**src/rtl/mem_access_ctrl.sv**
```systemverilog
// mem_access_ctrl
//   Sits between the CPU load/store stage and a 256-byte data memory that
//   has memory-mapped IO. It accepts one word or byte access per valid/ready
//   handshake and drives the memory strobes. Accesses that would write the
//   read-only IO window, and word accesses that would wrap past 8'hFF, are
//   rejected. The memory always writes two bytes, so byte stores use a
//   read-modify-write.
//
//   Optional feature macro: BYTE_STORE_EN
//     defined   : byte stores run the RMW_RD / RMW_WR sequence
//     undefined : RMW states are not built; every byte store faults
//
//   Ports
//     i_clk, i_rst            clock, synchronous active-high reset
//     i_req_valid/o_req_ready request handshake (ready decoded from state)
//     i_req_write, i_req_byte store / byte-access qualifiers
//     i_req_addr, i_req_wdata byte address and store data
//     o_resp_valid            one-cycle completion pulse
//     o_resp_rdata            load data (zero for stores and faults)
//     o_resp_fault            access rejected, no memory write happened
//     o_mem_address, o_mem_read_en, o_mem_write_en, o_mem_wdata  to memory
//     i_mem_rdata             combinational read data from memory
module mem_access_ctrl #(
    parameter logic [7:0] RO_LO = 8'h4E,
    parameter logic [7:0] RO_HI = 8'h51
) (
    input  logic        i_clk,
    input  logic        i_rst,
    input  logic        i_req_valid,
    output logic        o_req_ready,
    input  logic        i_req_write,
    input  logic        i_req_byte,
    input  logic [7:0]  i_req_addr,
    input  logic [15:0] i_req_wdata,
    output logic        o_resp_valid,
    output logic [15:0] o_resp_rdata,
    output logic        o_resp_fault,
    output logic [7:0]  o_mem_address,
    output logic        o_mem_read_en,
    output logic        o_mem_write_en,
    output logic [15:0] o_mem_wdata,
    input  logic [15:0] i_mem_rdata
);

    localparam int unsigned AW = 8;
    localparam int unsigned DW = 16;
    localparam int unsigned BW = 8;

    typedef enum logic [2:0] {
        S_IDLE   = 3'd0,
        S_FAULT  = 3'd1,
        S_RD     = 3'd2,
        S_WR     = 3'd3,
`ifdef BYTE_STORE_EN
        S_RMW_RD = 3'd4,
        S_RMW_WR = 3'd5,
`endif
        S_RESP   = 3'd6
    } state_t;

    function automatic logic in_ro(input logic [AW-1:0] a);
        return (a >= RO_LO) && (a <= RO_HI);
    endfunction

    state_t          r_state;
    logic            r_byte;      // latched request is a byte access
    logic            r_lo;        // byte target is the low byte of the word
`ifdef BYTE_STORE_EN
    logic [BW-1:0]   r_wbyte;     // byte to merge during RMW
`endif
    logic [AW-1:0]   r_mem_address;
    logic            r_mem_read_en;
    logic            r_mem_write_en;
    logic [DW-1:0]   r_mem_wdata;
    logic            r_resp_valid;
    logic [DW-1:0]   r_resp_rdata;
    logic            r_resp_fault;

    state_t          w_state_nxt;
    logic            w_accept;
    logic            w_fault;
    logic            w_lo;
    logic [AW-1:0]   w_base;
    logic [AW-1:0]   w_addr_p1;
    logic [DW-1:0]   w_rd_data;
    logic [AW-1:0]   w_mem_address_nxt;
    logic            w_mem_read_en_nxt;
    logic            w_mem_write_en_nxt;
    logic [DW-1:0]   w_mem_wdata_nxt;
    logic            w_resp_valid_nxt;
    logic [DW-1:0]   w_resp_rdata_nxt;
    logic            w_resp_fault_nxt;

    assign o_req_ready    = (r_state == S_IDLE) && !i_rst;
    assign o_mem_address  = r_mem_address;
    assign o_mem_read_en  = r_mem_read_en;
    assign o_mem_write_en = r_mem_write_en;
    assign o_mem_wdata    = r_mem_wdata;
    assign o_resp_valid   = r_resp_valid;
    assign o_resp_rdata   = r_resp_rdata;
    assign o_resp_fault   = r_resp_fault;

    // Request decode: byte at 8'hFF is served from the word at 8'hFE (low byte)
    always_comb begin
        w_addr_p1 = AW'(i_req_addr + AW'(1));
        w_lo      = i_req_byte && (i_req_addr == '1);
        w_base    = w_lo ? AW'(8'hFE) : i_req_addr;
        w_fault   = (!i_req_byte && (i_req_addr == '1))
                  || (i_req_write && !i_req_byte && (in_ro(i_req_addr) || in_ro(w_addr_p1)))
                  || (i_req_write && i_req_byte && in_ro(i_req_addr));
`ifndef BYTE_STORE_EN
        if (i_req_write && i_req_byte) begin
            w_fault = 1'b1;
        end
`endif
    end

    // Load data selection: byte loads return the target byte zero-extended
    always_comb begin
        if (r_byte) begin
            w_rd_data = {BW'(0), (r_lo ? i_mem_rdata[BW-1:0] : i_mem_rdata[DW-1:BW])};
        end else begin
            w_rd_data = i_mem_rdata;
        end
    end

    // Next state and next registered outputs
    always_comb begin
        w_state_nxt        = r_state;
        w_accept           = 1'b0;
        w_mem_address_nxt  = r_mem_address;
        w_mem_read_en_nxt  = 1'b0;
        w_mem_write_en_nxt = 1'b0;
        w_mem_wdata_nxt    = r_mem_wdata;
        w_resp_valid_nxt   = 1'b0;
        w_resp_rdata_nxt   = '0;
        w_resp_fault_nxt   = 1'b0;

        case (r_state)
            S_IDLE: begin
                if (i_req_valid) begin
                    w_accept = 1'b1;
                    if (w_fault) begin
                        w_state_nxt = S_FAULT;
                    end else if (!i_req_write) begin
                        w_state_nxt       = S_RD;
                        w_mem_read_en_nxt = 1'b1;
                        w_mem_address_nxt = w_base;
                    end else if (!i_req_byte) begin
                        w_state_nxt        = S_WR;
                        w_mem_write_en_nxt = 1'b1;
                        w_mem_address_nxt  = w_base;
                        w_mem_wdata_nxt    = i_req_wdata;
                    end else begin
`ifdef BYTE_STORE_EN
                        w_state_nxt       = S_RMW_RD;
                        w_mem_read_en_nxt = 1'b1;
                        w_mem_address_nxt = w_base;
`else
                        w_state_nxt = S_FAULT;
`endif
                    end
                end
            end
            S_FAULT: begin
                w_state_nxt      = S_RESP;
                w_resp_valid_nxt = 1'b1;
                w_resp_fault_nxt = 1'b1;
            end
            S_RD: begin
                w_state_nxt      = S_RESP;
                w_resp_valid_nxt = 1'b1;
                w_resp_rdata_nxt = w_rd_data;
            end
            S_WR: begin
                w_state_nxt      = S_RESP;
                w_resp_valid_nxt = 1'b1;
            end
`ifdef BYTE_STORE_EN
            S_RMW_RD: begin
                // Address is held; only the target byte of the read word changes
                w_state_nxt        = S_RMW_WR;
                w_mem_write_en_nxt = 1'b1;
                w_mem_wdata_nxt    = r_lo ? {i_mem_rdata[DW-1:BW], r_wbyte}
                                          : {r_wbyte, i_mem_rdata[BW-1:0]};
            end
            S_RMW_WR: begin
                w_state_nxt      = S_RESP;
                w_resp_valid_nxt = 1'b1;
            end
`endif
            S_RESP: begin
                w_state_nxt = S_IDLE;
            end
            default: begin
                w_state_nxt = S_IDLE;
            end
        endcase
    end

    // State, request latch and registered outputs
    always_ff @(posedge i_clk) begin
        if (i_rst) begin
            r_state        <= S_IDLE;
            r_byte         <= 1'b0;
            r_lo           <= 1'b0;
`ifdef BYTE_STORE_EN
            r_wbyte        <= '0;
`endif
            r_mem_address  <= '0;
            r_mem_read_en  <= 1'b0;
            r_mem_write_en <= 1'b0;
            r_mem_wdata    <= '0;
            r_resp_valid   <= 1'b0;
            r_resp_rdata   <= '0;
            r_resp_fault   <= 1'b0;
        end else begin
            r_state        <= w_state_nxt;
            if (w_accept) begin
                r_byte  <= i_req_byte;
                r_lo    <= w_lo;
`ifdef BYTE_STORE_EN
                r_wbyte <= i_req_wdata[BW-1:0];
`endif
            end
            r_mem_address  <= w_mem_address_nxt;
            r_mem_read_en  <= w_mem_read_en_nxt;
            r_mem_write_en <= w_mem_write_en_nxt;
            r_mem_wdata    <= w_mem_wdata_nxt;
            r_resp_valid   <= w_resp_valid_nxt;
            r_resp_rdata   <= w_resp_rdata_nxt;
            r_resp_fault   <= w_resp_fault_nxt;
        end
    end

endmodule

```
**config.mk**
```make
export PLATFORM = sky130hd
export DESIGN_NAME = mem_access_ctrl
export DESIGN_NICKNAME = d
export VERILOG_FILES = /design/src/rtl/mem_access_ctrl.sv
export SDC_FILE = /design/constraint.sdc
export NUM_CORES = 1
export LEC_CHECK = 0
export BUFFER_PORTS_ARGS = -buffer_cell sky130_fd_sc_hd__buf_2
export CELL_PAD_IN_SITES_DETAIL_PLACEMENT = 1
export CELL_PAD_IN_SITES_GLOBAL_PLACEMENT = 1
export CORE_UTILIZATION = 31
export CTS_BUF_LIST = sky130_fd_sc_hd__clkbuf_4 sky130_fd_sc_hd__clkbuf_8 sky130_fd_sc_hd__clkbuf_16
export CTS_CLUSTER_DIAMETER = 120
export CTS_CLUSTER_SIZE = 12
export DETAILED_ROUTE_END_ITERATION = 8
export PLACE_DENSITY_LB_ADDON = 0.05
export SYNTH_ARGS = -nofsm -noshare
export SYNTH_HDL_FRONTEND = slang
export SYNTH_SLANG_ARGS = --single-unit
```
**constraint.sdc**
```tcl
create_clock -name i_clk -period 2.2 [get_ports i_clk]
set_clock_uncertainty 0.15 [all_clocks]
set_input_delay 0.11 -clock i_clk [delete_from_list [all_inputs] [get_ports i_clk]]
set_output_delay 0.11 -clock i_clk [all_outputs]
set_load 0.05 [all_outputs]
```
==> results of run 1 <==
[flip-flops by register name (all words and copies together) (netlist names)]
register        flops
o_resp_rdata       16
o_mem_read_en       1
r_lo                1
o_mem_address       8
r_state             3
r_byte              1
o_resp_valid        1
o_mem_write_en      1
o_mem_wdata        16
o_resp_fault        1
[synth_stat cells, types with 2 or more instances]
library cell	n	area [µm²]
nor3_1	8	40.0
mux2i_1	31	310
and2_1	9	56.3
dfxtp_1	49	981
ha_1	5	62.6
a21oi_1	4	20.0
inv_1	4	15.0
o21ai_0	2	10.0
nor3b_1	2	15.0
nand2b_1	13	81.3
xnor2_1	2	17.5
nand2_1	8	30.0
buf_4	2	15.0
a21o_1	2	15.0
clkbuf_1	5	18.8
nor2_1	33	124
[per-stage QoR]
step	instances	hold WS (ns)	total power, mW
2_1_floorplan	204	0.0817	1.29
3_3_place_gp	372	0.179	1.44
3_5_place_dp	372	0.181	1.44
4_1_cts	420	0.0611	2.03
5_1_grt	420	0.0872	2.11
6_report	420	0.0749	2.01
[worst paths after layout]
check                              startpoint               end  cells past startpoint
worst max register to register     r_state[0]   o_mem_wdata[14]                      7
worst min-delay path            i_req_addr[2]  o_mem_address[2]                      3
worst min register to register           r_lo              r_lo                      2
worst max-delay path            i_req_addr[5]   o_mem_wdata[14]                      9
[worst min-delay path: stages]
cell and delay [ns]:
buf_2 0.15, or2b_1 0.16, mux2i_1 0.06
[logic make-up after synthesis]
family	Yosys count	synth area share, %
compound gates	18	7.65
buf+inv	13	3.34
fa+ha+maj	5	3.03
xor+xnor	3	1.27
simple gates	83	20.8
mux	33	16.3
flops	49	47.6
[final cells by class]
cell class / instances / area [µm²] / area share [%]
multi-input cells: 142 / 1030 / 32.3
flip-flops and latches: 49 / 981 / 30.9
repair buffers: 140 / 968 / 30.5
well taps: 77 / 96.3 / 3.03
clock buffers: 5 / 68.8 / 2.17
clock inverters: 3 / 21.3 / 0.670
inverters: 4 / 15.0 / 0.473
[what timing repair did]
action / CTS / global route
gates resized for setup: 0 / 5
hold buffers: 40 / 0
endpoints found under the hold margin: 44 / 0
endpoints found under the setup margin: 0 / 19
buffers inserted: 0 / 1
[per-layer routing]
layer	wire length [µm]	up-vias	part of all wire (%)
met3	289	6	5.1
met2	2650	62	47
met1	2640	867	47
met5	0	-	0
li1	-	966	-
met4	63	0	1.1
[where the power goes]
group | internal [mW] | switching [mW]
combinational | 0.209 | 0.315
sequential | 0.934 | 0.0216
clock | 0.226 | 0.308
total | 1.37 | 0.645
==> impl_metrics.csv, run 1 <==
group,metric,value,unit
drt,drt-pass1-iter-count,4,
timing,hold_viol,0,
grt,use_met1,20.7,%
drt,drc,0,
timing,max_freq,0.495,GHz
hold_path,min_path_type,"in2reg",
layout,fin_util,49.7,%
cts,cts_root_buf,"clkbuf_8",
drt,avgViaCountPerCell,4.53,
floorplanning,die_y,83.6,µm
floorplanning,start_util,32.3,%
timing,rsz0062_at_grt,"false",
timing,timing.final.crit_period,2.02,ns
grt,use_met2,28.1,%
status,status,"finished, final reports clean",
synthesis,synth_fp_nets,254,
worst_setup_path,ff2ff_setup_slack,0.18,ns
synthesis,synthDistinctLibCells,41,
grt,antenna_found_initial,0,
cts,cts_tree,"yes",
placed_design,io_buffers,89,
grt,first_global_vias,1966,
worst_setup_path,critPathMaxFanout,8,
worst_setup_path,critPathBufInv,4,
timing,min_period_over_period,91.8,%
synthesis,yosysSeqAreaShare,47.6,%
worst_setup_path,crit_family,"buffers and inverters",
synthesis,ys.flop_type,"dfxtp_1",
worst_setup_path,arrival,2.06,ns
pwr,powerDensity,634,nW/µm²
layout,mostFrequentLayoutCells,"buf_2 (87), dfxtp_1 (49), dlygate4sd3_1 (38)",
worst_setup_path,cp_slowest_stage_delay,0.53,ns
floorplanning,dieArea,6980,µm²
drt,wl,5640,µm
timing,fin_ws,0.180,ns
timing,setup_tns,0,ns
layout,fillers,736,
grt,overflow,0,
grt,grt_first_pass_wirelength,9200,µm
layout,final_common_cell,"buf_2",
synthesis,synth-seq-cells,49,
synthesis,synth_edf_count,0,
cts,clk_path_buf_depth,2,
worst_setup_path,crit_required,2.24,ns
worst_setup_path,start_kind,"input pin",
floorplanning,core,6390,µm²
layout,n_antenna_cell,0,
placed_design,dpl_cell_area,2650,µm²
timing,setup_viol,0,
cts,clk_pin_slew_worst_paths,0.09,ns
cts,cts_made_buffers,5,
cts,clk_latency,0.30,ns
cts,htree_levels,2,
timing,slew_violations,0,
layout,drive_gt1_share,34.4,%
layout,stdcell_area,3180,µm²
placed_design,hpwlAfterDp,3710,µm
placed_design,place_ws,-0.0325,ns
worst_setup_path,slowest_stage,"dlygate4sd3_1",
job,cap_violations,0,
cts,cts.sinks,49,
synthesis,async_flop_share,0,%
timing,tightest_slew,0.523,ns
synthesis,syn-instance-count,204,
pwr,ir_drop,311,µV
synthesis,synth.avg_cell_area,10.1,µm²
worst_setup_path,crit_chain,"dlygate4sd3_1 > buf_2 > nand3_1 > o31ai_2 > a2111oi_4 > buf_4 > buf_12 > mux2i_2 > nor2_1",
synthesis,synth_area,2060,µm²
pwr,p_leak,1.52,nW
floorplanning,rows,29,
synthesis,synth_warnings,0,
timing,slew_headroom,65.1,%
floorplanning,die_x,83.6,µm
drt,drt_iter0_drc,37,
drt,vias,1901,
grt,grt.total_usage,16.4,%
layout,syn2layout_area_growth,54.1,%
grt,busiest_layer,"met2",
drt,antenna_left,0,
worst_setup_path,crit_path_end_kind,"flop",
layout,final_nets,392,
placed_design,place_congestion,0.765,
grt,use_met3,3.46,%
floorplanning,io_pins,90,
grt,grt_max_degree,31,
worst_setup_path,crit_type,"in2reg",
drt,post_drt_wl_per_cell,13.4,µm
(Power assumes the default switching activity.)
==> inputs of run 2 (changes only) <==
--- a/config.mk
+++ b/config.mk
@@ -8,12 +8,13 @@
 export BUFFER_PORTS_ARGS = -buffer_cell sky130_fd_sc_hd__buf_2
 export CELL_PAD_IN_SITES_DETAIL_PLACEMENT = 1
 export CELL_PAD_IN_SITES_GLOBAL_PLACEMENT = 1
-export CORE_UTILIZATION = 31
+export CORE_UTILIZATION = 37
 export CTS_BUF_LIST = sky130_fd_sc_hd__clkbuf_4 sky130_fd_sc_hd__clkbuf_8 sky130_fd_sc_hd__clkbuf_16
 export CTS_CLUSTER_DIAMETER = 120
 export CTS_CLUSTER_SIZE = 12
 export DETAILED_ROUTE_END_ITERATION = 8
 export PLACE_DENSITY_LB_ADDON = 0.05
+export SLEW_MARGIN = 20
 export SYNTH_ARGS = -nofsm -noshare
 export SYNTH_HDL_FRONTEND = slang
 export SYNTH_SLANG_ARGS = --single-unit
==> constraint.sdc (replaced) <==
create_clock -name i_clk -period 2.6 [get_ports i_clk]
set_clock_uncertainty 0.15 [all_clocks]
set_input_delay 0.13 -clock i_clk [delete_from_list [all_inputs] [get_ports i_clk]]
set_output_delay 0.13 -clock i_clk [all_outputs]
set_load 0.05 [all_outputs]
==> impl_metrics.csv, run 2 (synthesized netlist as in run 1, its figures left out) <==
group,metric,value,unit
cts,hold_buffers,38,
drt,drt-pass1-iter-count,4,
worst_setup_path,cp_slowest_stage_delay,0.53,ns
grt,grt_first_pass_wirelength,9550,µm
cts,clk_latency,0.29,ns
layout,drive_gt1_share,32.3,%
layout,seq_area,981,µm²
drt,antenna_left,0,
drt,drc,0,
worst_setup_path,crit_type,"in2reg",
grt,grt.total_usage,20.5,%
timing,hold_viol,0,
timing,rsz0062_at_grt,"false",
floorplanning,die_x,76.7,µm
layout,multiInputGateArea,1010,µm²
worst_setup_path,crit_required,2.63,ns
pwr,p_leak,1.47,nW
layout,n_antenna_cell,0,
worst_setup_path,cp.depth,9,
timing,slew_headroom,65.1,%
cts,clk_path_buf_depth,2,
worst_setup_path,r2r-end,"o_mem_wdata[11]",
timing,max_freq,0.447,GHz
drt,vias,1888,
layout,final_nets,383,
timing,setup_viol,0,
cts,htree_levels,2,
floorplanning,rows,26,
worst_setup_path,critPathBufInv,3,
worst_setup_path,crit_family,"buffers and inverters",
hold_path,min_path_type,"in2reg",
placed_design,hpwlAfterDp,3620,µm
cts,cts_root_buf,"clkbuf_8",
floorplanning,start_util,39.4,%
timing,timing.final.crit_period,2.24,ns
floorplanning,core,5240,µm²
layout,syn2layout_area_growth,49.6,%
worst_setup_path,crit_chain,"dlygate4sd3_1 > buf_2 > xnor2_1 > o32ai_1 > mux2_4 > a2111oi_4 > buf_12 > mux2i_1 > nor2_1",
floorplanning,die_y,76.7,µm
worst_setup_path,start_kind,"input pin",
placed_design,io_buffers,89,
layout,final_common_cell,"buf_2",
worst_setup_path,arrival,2.26,ns
grt,overflow,0,
drt,post_drt_wl_per_cell,14.1,µm
worst_setup_path,crit_path_end_kind,"flop",
cts,cts_tree,"yes",
floorplanning,dieArea,5880,µm²
layout,fillers,613,
worst_setup_path,critPathMaxFanout,16,
grt,first_global_vias,1971,
pwr,ir_drop,252,µV
job,cap_violations,0,
pwr,powerDensity,583,nW/µm²
drt,avgViaCountPerCell,4.67,
timing,setup_tns,0,ns
floorplanning,io_pins,90,
timing,tightest_slew,0.524,ns
grt,grt_max_degree,39,
timing,whs,0.0204,ns
cts,clk_pin_slew_worst_paths,0.08,ns
worst_setup_path,crit_start,"i_req_addr[4]",
worst_setup_path,reg2reg_depth,6,
status,status,"finished, final reports clean",
worst_setup_path,ff2ff_setup_slack,0.53,ns
drt,drt_iter0_drc,46,
layout,mostFrequentLayoutCells,"buf_2 (89), dfxtp_1 (49), dlygate4sd3_1 (38)",
cts,cts_resized,0,
worst_setup_path,reg2reg_from,"r_state[0]",
grt,antenna_found_initial,0,
timing,slew_violations,0,
drt,wl,5690,µm
placed_design,place_congestion,0.744,
worst_setup_path,worstSetupEndpoint,"o_mem_wdata[11]",
cts,cts_setup_buffers,0,
cts,cts.sinks,49,
cts,cts_made_buffers,5,
worst_setup_path,slowest_stage,"dlygate4sd3_1",
pwr,power.total,1.80,mW
timing,min_period_over_period,86.0,%
[run 2: power by group]
group / switching [mW] / internal [mW] / total (mW)
clock network: 0.241 / 0.324 / 0.565
logic: 0.260 / 0.161 / 0.422
registers: 0.0212 / 0.791 / 0.812
[run 2: how the worst min path moves through the flow]
stage / cells past startpoint / startpoint / endpoint
3_3_place_gp: 2 / i_mem_rdata[14] / o_resp_rdata[14]
4_1_cts: 3 / i_req_addr[3] / o_mem_address[3]
6_report: 3 / i_req_addr[3] / o_mem_address[3]
5_1_grt: 3 / i_req_addr[3] / o_mem_address[3]
2_1_floorplan: 1 / i_mem_rdata[10] / o_resp_rdata[10]
3_5_place_dp: 2 / i_mem_rdata[14] / o_resp_rdata[14]
[run 2: worst min-delay path, stage by stage]
cell	delay, ns
buf_2	0.15
nand2b_1	0.08
mux2i_1	0.06
[run 2: layout make-up]
class / instances / area share (%)
multi-input cells: 142 / 32.8
flip-flops and latches: 49 / 31.8
repair buffers: 131 / 28.2
clock buffers: 7 / 2.92
well taps: 70 / 2.84
clock inverters: 1 / 0.974
inverters: 4 / 0.487
[run 2: metrics by stage]
| stage | utilization [%] | cells | setup slack (ns) | instance area, µm² |
|---|---|---|---|---|
| after global placement | 49.3 | 358 | 0.348 | 2580 |
| after global routing | 58.9 | 404 | 0.247 | 3080 |
| after CTS | 58.9 | 404 | 0.355 | 3080 |
| after detailed placement | 49.3 | 358 | 0.264 | 2580 |
| after floorplan | - | 204 | 0.362 | 2060 |
| final | 58.9 | 404 | 0.364 | 3080 |
[run 2: routing by layer]
| layer | share of wire [%] | global-route usage (%) | up-vias | wire, µm |
|---|---|---|---|---|
| met1 | 44 | 25.6 | 877 | 2510 |
| met4 | 1.6 | 6.54 | 0 | 90 |
| met5 | 0 | 0 | - | 0 |
| li1 | - | - | 944 | - |
| met2 | 49 | 35.1 | 59 | 2820 |
| met3 | 4.8 | 4.40 | 8 | 271 |
==> inputs of run 3 (changes only) <==
--- a/config.mk
+++ b/config.mk
@@ -8,11 +8,12 @@
 export BUFFER_PORTS_ARGS = -buffer_cell sky130_fd_sc_hd__buf_2
 export CELL_PAD_IN_SITES_DETAIL_PLACEMENT = 1
 export CELL_PAD_IN_SITES_GLOBAL_PLACEMENT = 1
-export CORE_UTILIZATION = 37
+export CORE_UTILIZATION = 31
 export CTS_BUF_LIST = sky130_fd_sc_hd__clkbuf_4 sky130_fd_sc_hd__clkbuf_8 sky130_fd_sc_hd__clkbuf_16
 export CTS_CLUSTER_DIAMETER = 120
 export CTS_CLUSTER_SIZE = 12
 export DETAILED_ROUTE_END_ITERATION = 8
+export HOLD_SLACK_MARGIN = 0.12
 export PLACE_DENSITY_LB_ADDON = 0.05
 export SLEW_MARGIN = 20
 export SYNTH_ARGS = -nofsm -noshare
==> constraint.sdc (replaced) <==
create_clock -name i_clk -period 1.9 [get_ports i_clk]
set_clock_uncertainty 0.15 [all_clocks]
set_input_delay 0.095 -clock i_clk [delete_from_list [all_inputs] [get_ports i_clk]]
set_output_delay 0.095 -clock i_clk [all_outputs]
set_load 0.05 [all_outputs]
==> impl_metrics.csv, run 3 (synthesized netlist as in run 1, its figures left out) <==
group,metric,value,unit
drt,routed-wl-met2,2990,µm
worst_setup_path,crit_required,1.93,ns
layout,final_common_cell,"buf_2",
worst_setup_path,arrival,1.97,ns
layout,n_antenna_cell,0,
layout,multiInputGateArea,1070,µm²
timing,max_freq,0.518,GHz
worst_setup_path,critPathBufInv,2,
layout,seq_area,983,µm²
timing,min_period_over_period,102,%
layout,syn2layout_area_growth,65.7,%
worst_setup_path,crit_family,"compound AO/OA/AOI/OAI gates",
timing,tightest_slew,0.578,ns
hold_path,min_path_type,"in2reg",
grt,grt_first_pass_wirelength,9650,µm
drt,drt-pass1-iter-count,4,
timing,hold_viol,0,
floorplanning,rows,29,
timing,fin_ws,-0.0322,ns
floorplanning,die_x,83.6,µm
pwr,power_frac_clock,29.6,%
cts,clk_path_buf_depth,2,
drt,vias,1979,
pwr,powerDensity,740,nW/µm²
grt,overflow,0,
drt,avgViaCountPerCell,4.52,
pwr,ir_drop,330,µV
job,cap_violations,0,
worst_setup_path,reg2reg_depth,7,
drt,drc,0,
grt,first_global_vias,2003,
cts,cts.sinks,49,
layout,fin_util,53.5,%
floorplanning,die_y,83.6,µm
floorplanning,io_pins,90,
placed_design,place_congestion,0.756,
timing,slew_headroom,61.4,%
timing,timing.final.crit_period,1.93,ns
cts,clk_latency,0.30,ns
floorplanning,dieArea,6980,µm²
layout,fillers,748,
layout,mostFrequentLayoutCells,"buf_2 (87), dfxtp_1 (47), dlygate4sd3_1 (43)",
placed_design,place_ws,-0.347,ns
drt,highest_layer,"met4",
grt,grt.total_usage,17.3,%
timing,whs,0.195,ns
worst_setup_path,slowest_stage,"dfxtp_2",
cts,cts_made_buffers,5,
pwr,internal_power,1.77,mW
worst_setup_path,crit_path_end_kind,"flop",
drt,drt_iter0_drc,21,
timing,slew_violations,0,
grt,grt_max_degree,34,
pwr,combPwrFrac,26.5,%
status,violations,"setup timing",
pwr,p_seq_share,43.9,%
placed_design,dpl_cell_area,2800,µm²
placed_design,hpwlAfterDp,4010,µm
drt,met1Wirelength,2590,µm
cts,clk_pin_slew_worst_paths,0.09,ns
placed_design,io_buffers,89,
drt,post_drt_wl_per_cell,13.5,µm
worst_setup_path,crit_type,"reg2reg",
worst_setup_path,start_kind,"flop",
pwr,p_leak,1.61,nW
timing,rsz0062_at_grt,"true",
cts,cts_tree,"yes",
drt,wl,5900,µm
layout,drive_gt1_share,38.8,%
timing,setup_viol,14,
hold_path,hold_depth,4,
floorplanning,start_util,32.3,%
worst_setup_path,critPathMaxFanout,8,
worst_setup_path,cp_slowest_stage_delay,0.34,ns
pwr,p_sw_share,30.1,%
worst_setup_path,cp.depth,7,
cts,cts_root_buf,"clkbuf_8",
layout,final_nets,410,
grt,antenna_found_initial,0,
pwr,power_switching,761,µW
cts,htree_levels,2,
layout,stdcell_area,3420,µm²
drt,wl_met3,261,µm
worst_setup_path,crit_chain,"nor4b_4 > o21ai_2 > a2111oi_4 > buf_4 > clkbuf_16 > mux2i_1 > nor2_1",
status,status,"complete, but fails checks",
floorplanning,core,6390,µm²
drt,antenna_left,0,
-- run 3: changes by cell type in the layout (fill, tap and decap cells not counted), sizes merged --
cell / before / now
buf: 93 / 114
clkbuf: 7 / 6
clkinv: 0 / 1
dlygate4sd3: 38 / 43
inv: 4 / 5
-- run 3: worst min-delay path, stage by stage --
cell      delay [ns]
buf_2           0.11
nand3b_1        0.15
a211oi_4        0.06
mux2_1          0.19
-- run 3: path summary, 6_finish.rpt --
path	startpoint	to	slack (ns)
worst max-delay path	r_state[1]	o_mem_wdata[11]	-0.03
worst min register to register	r_lo	r_lo	0.31
worst min-delay path	i_req_valid	o_mem_address[0]	0.20
worst max register to register	r_state[1]	o_mem_wdata[11]	-0.03
-- run 3: through the flow --
stage	cells	power [mW]	setup TNS [ns]
finish	438	2.53	-0.245
CTS	434	2.54	0
global placement	383	1.70	-7.19
global route	438	2.67	-1.82
detailed placement	383	1.71	-7.48
floorplan	204	1.51	-2.03
-- run 3: layout make-up --
type,instances,area share (%)
clock buffer,5,2.01
clock inverter,3,1.28
inverter,4,0.879
sequential,49,28.8
multi-input combinational,142,31.3
timing repair buffer,158,33.0
tap,77,2.82
-- run 3: layer usage --
layer | GRT usage, % | vias to the layer above
met5 | 0 | -
met4 | 5.55 | 0
met3 | 2.47 | 7
met2 | 30.7 | 58
met1 | 21.4 | 916
li1 | - | 998
-- run 3: power by group through the flow --
stage / clock network (mW) / logic, mW / registers, mW
final: 0.749 / 0.669 / 1.11
after floorplan: 0 / 0.207 / 1.30
after detailed placement: 0 / 0.578 / 1.13
after CTS: 0.785 / 0.648 / 1.11
after global placement: 0 / 0.575 / 1.13
after global routing: 0.831 / 0.717 / 1.12
-- run 3: repair_timing --
item / in CTS / in global routing
gates cloned: 0 / 1
hold buffers: 43 / 0
gates resized for setup: 1 / 10
setup buffers: 0 / 3
endpoints found under the hold margin: 48 / 0
pin swaps: 0 / 10
setup endpoints to repair: 5 / 23
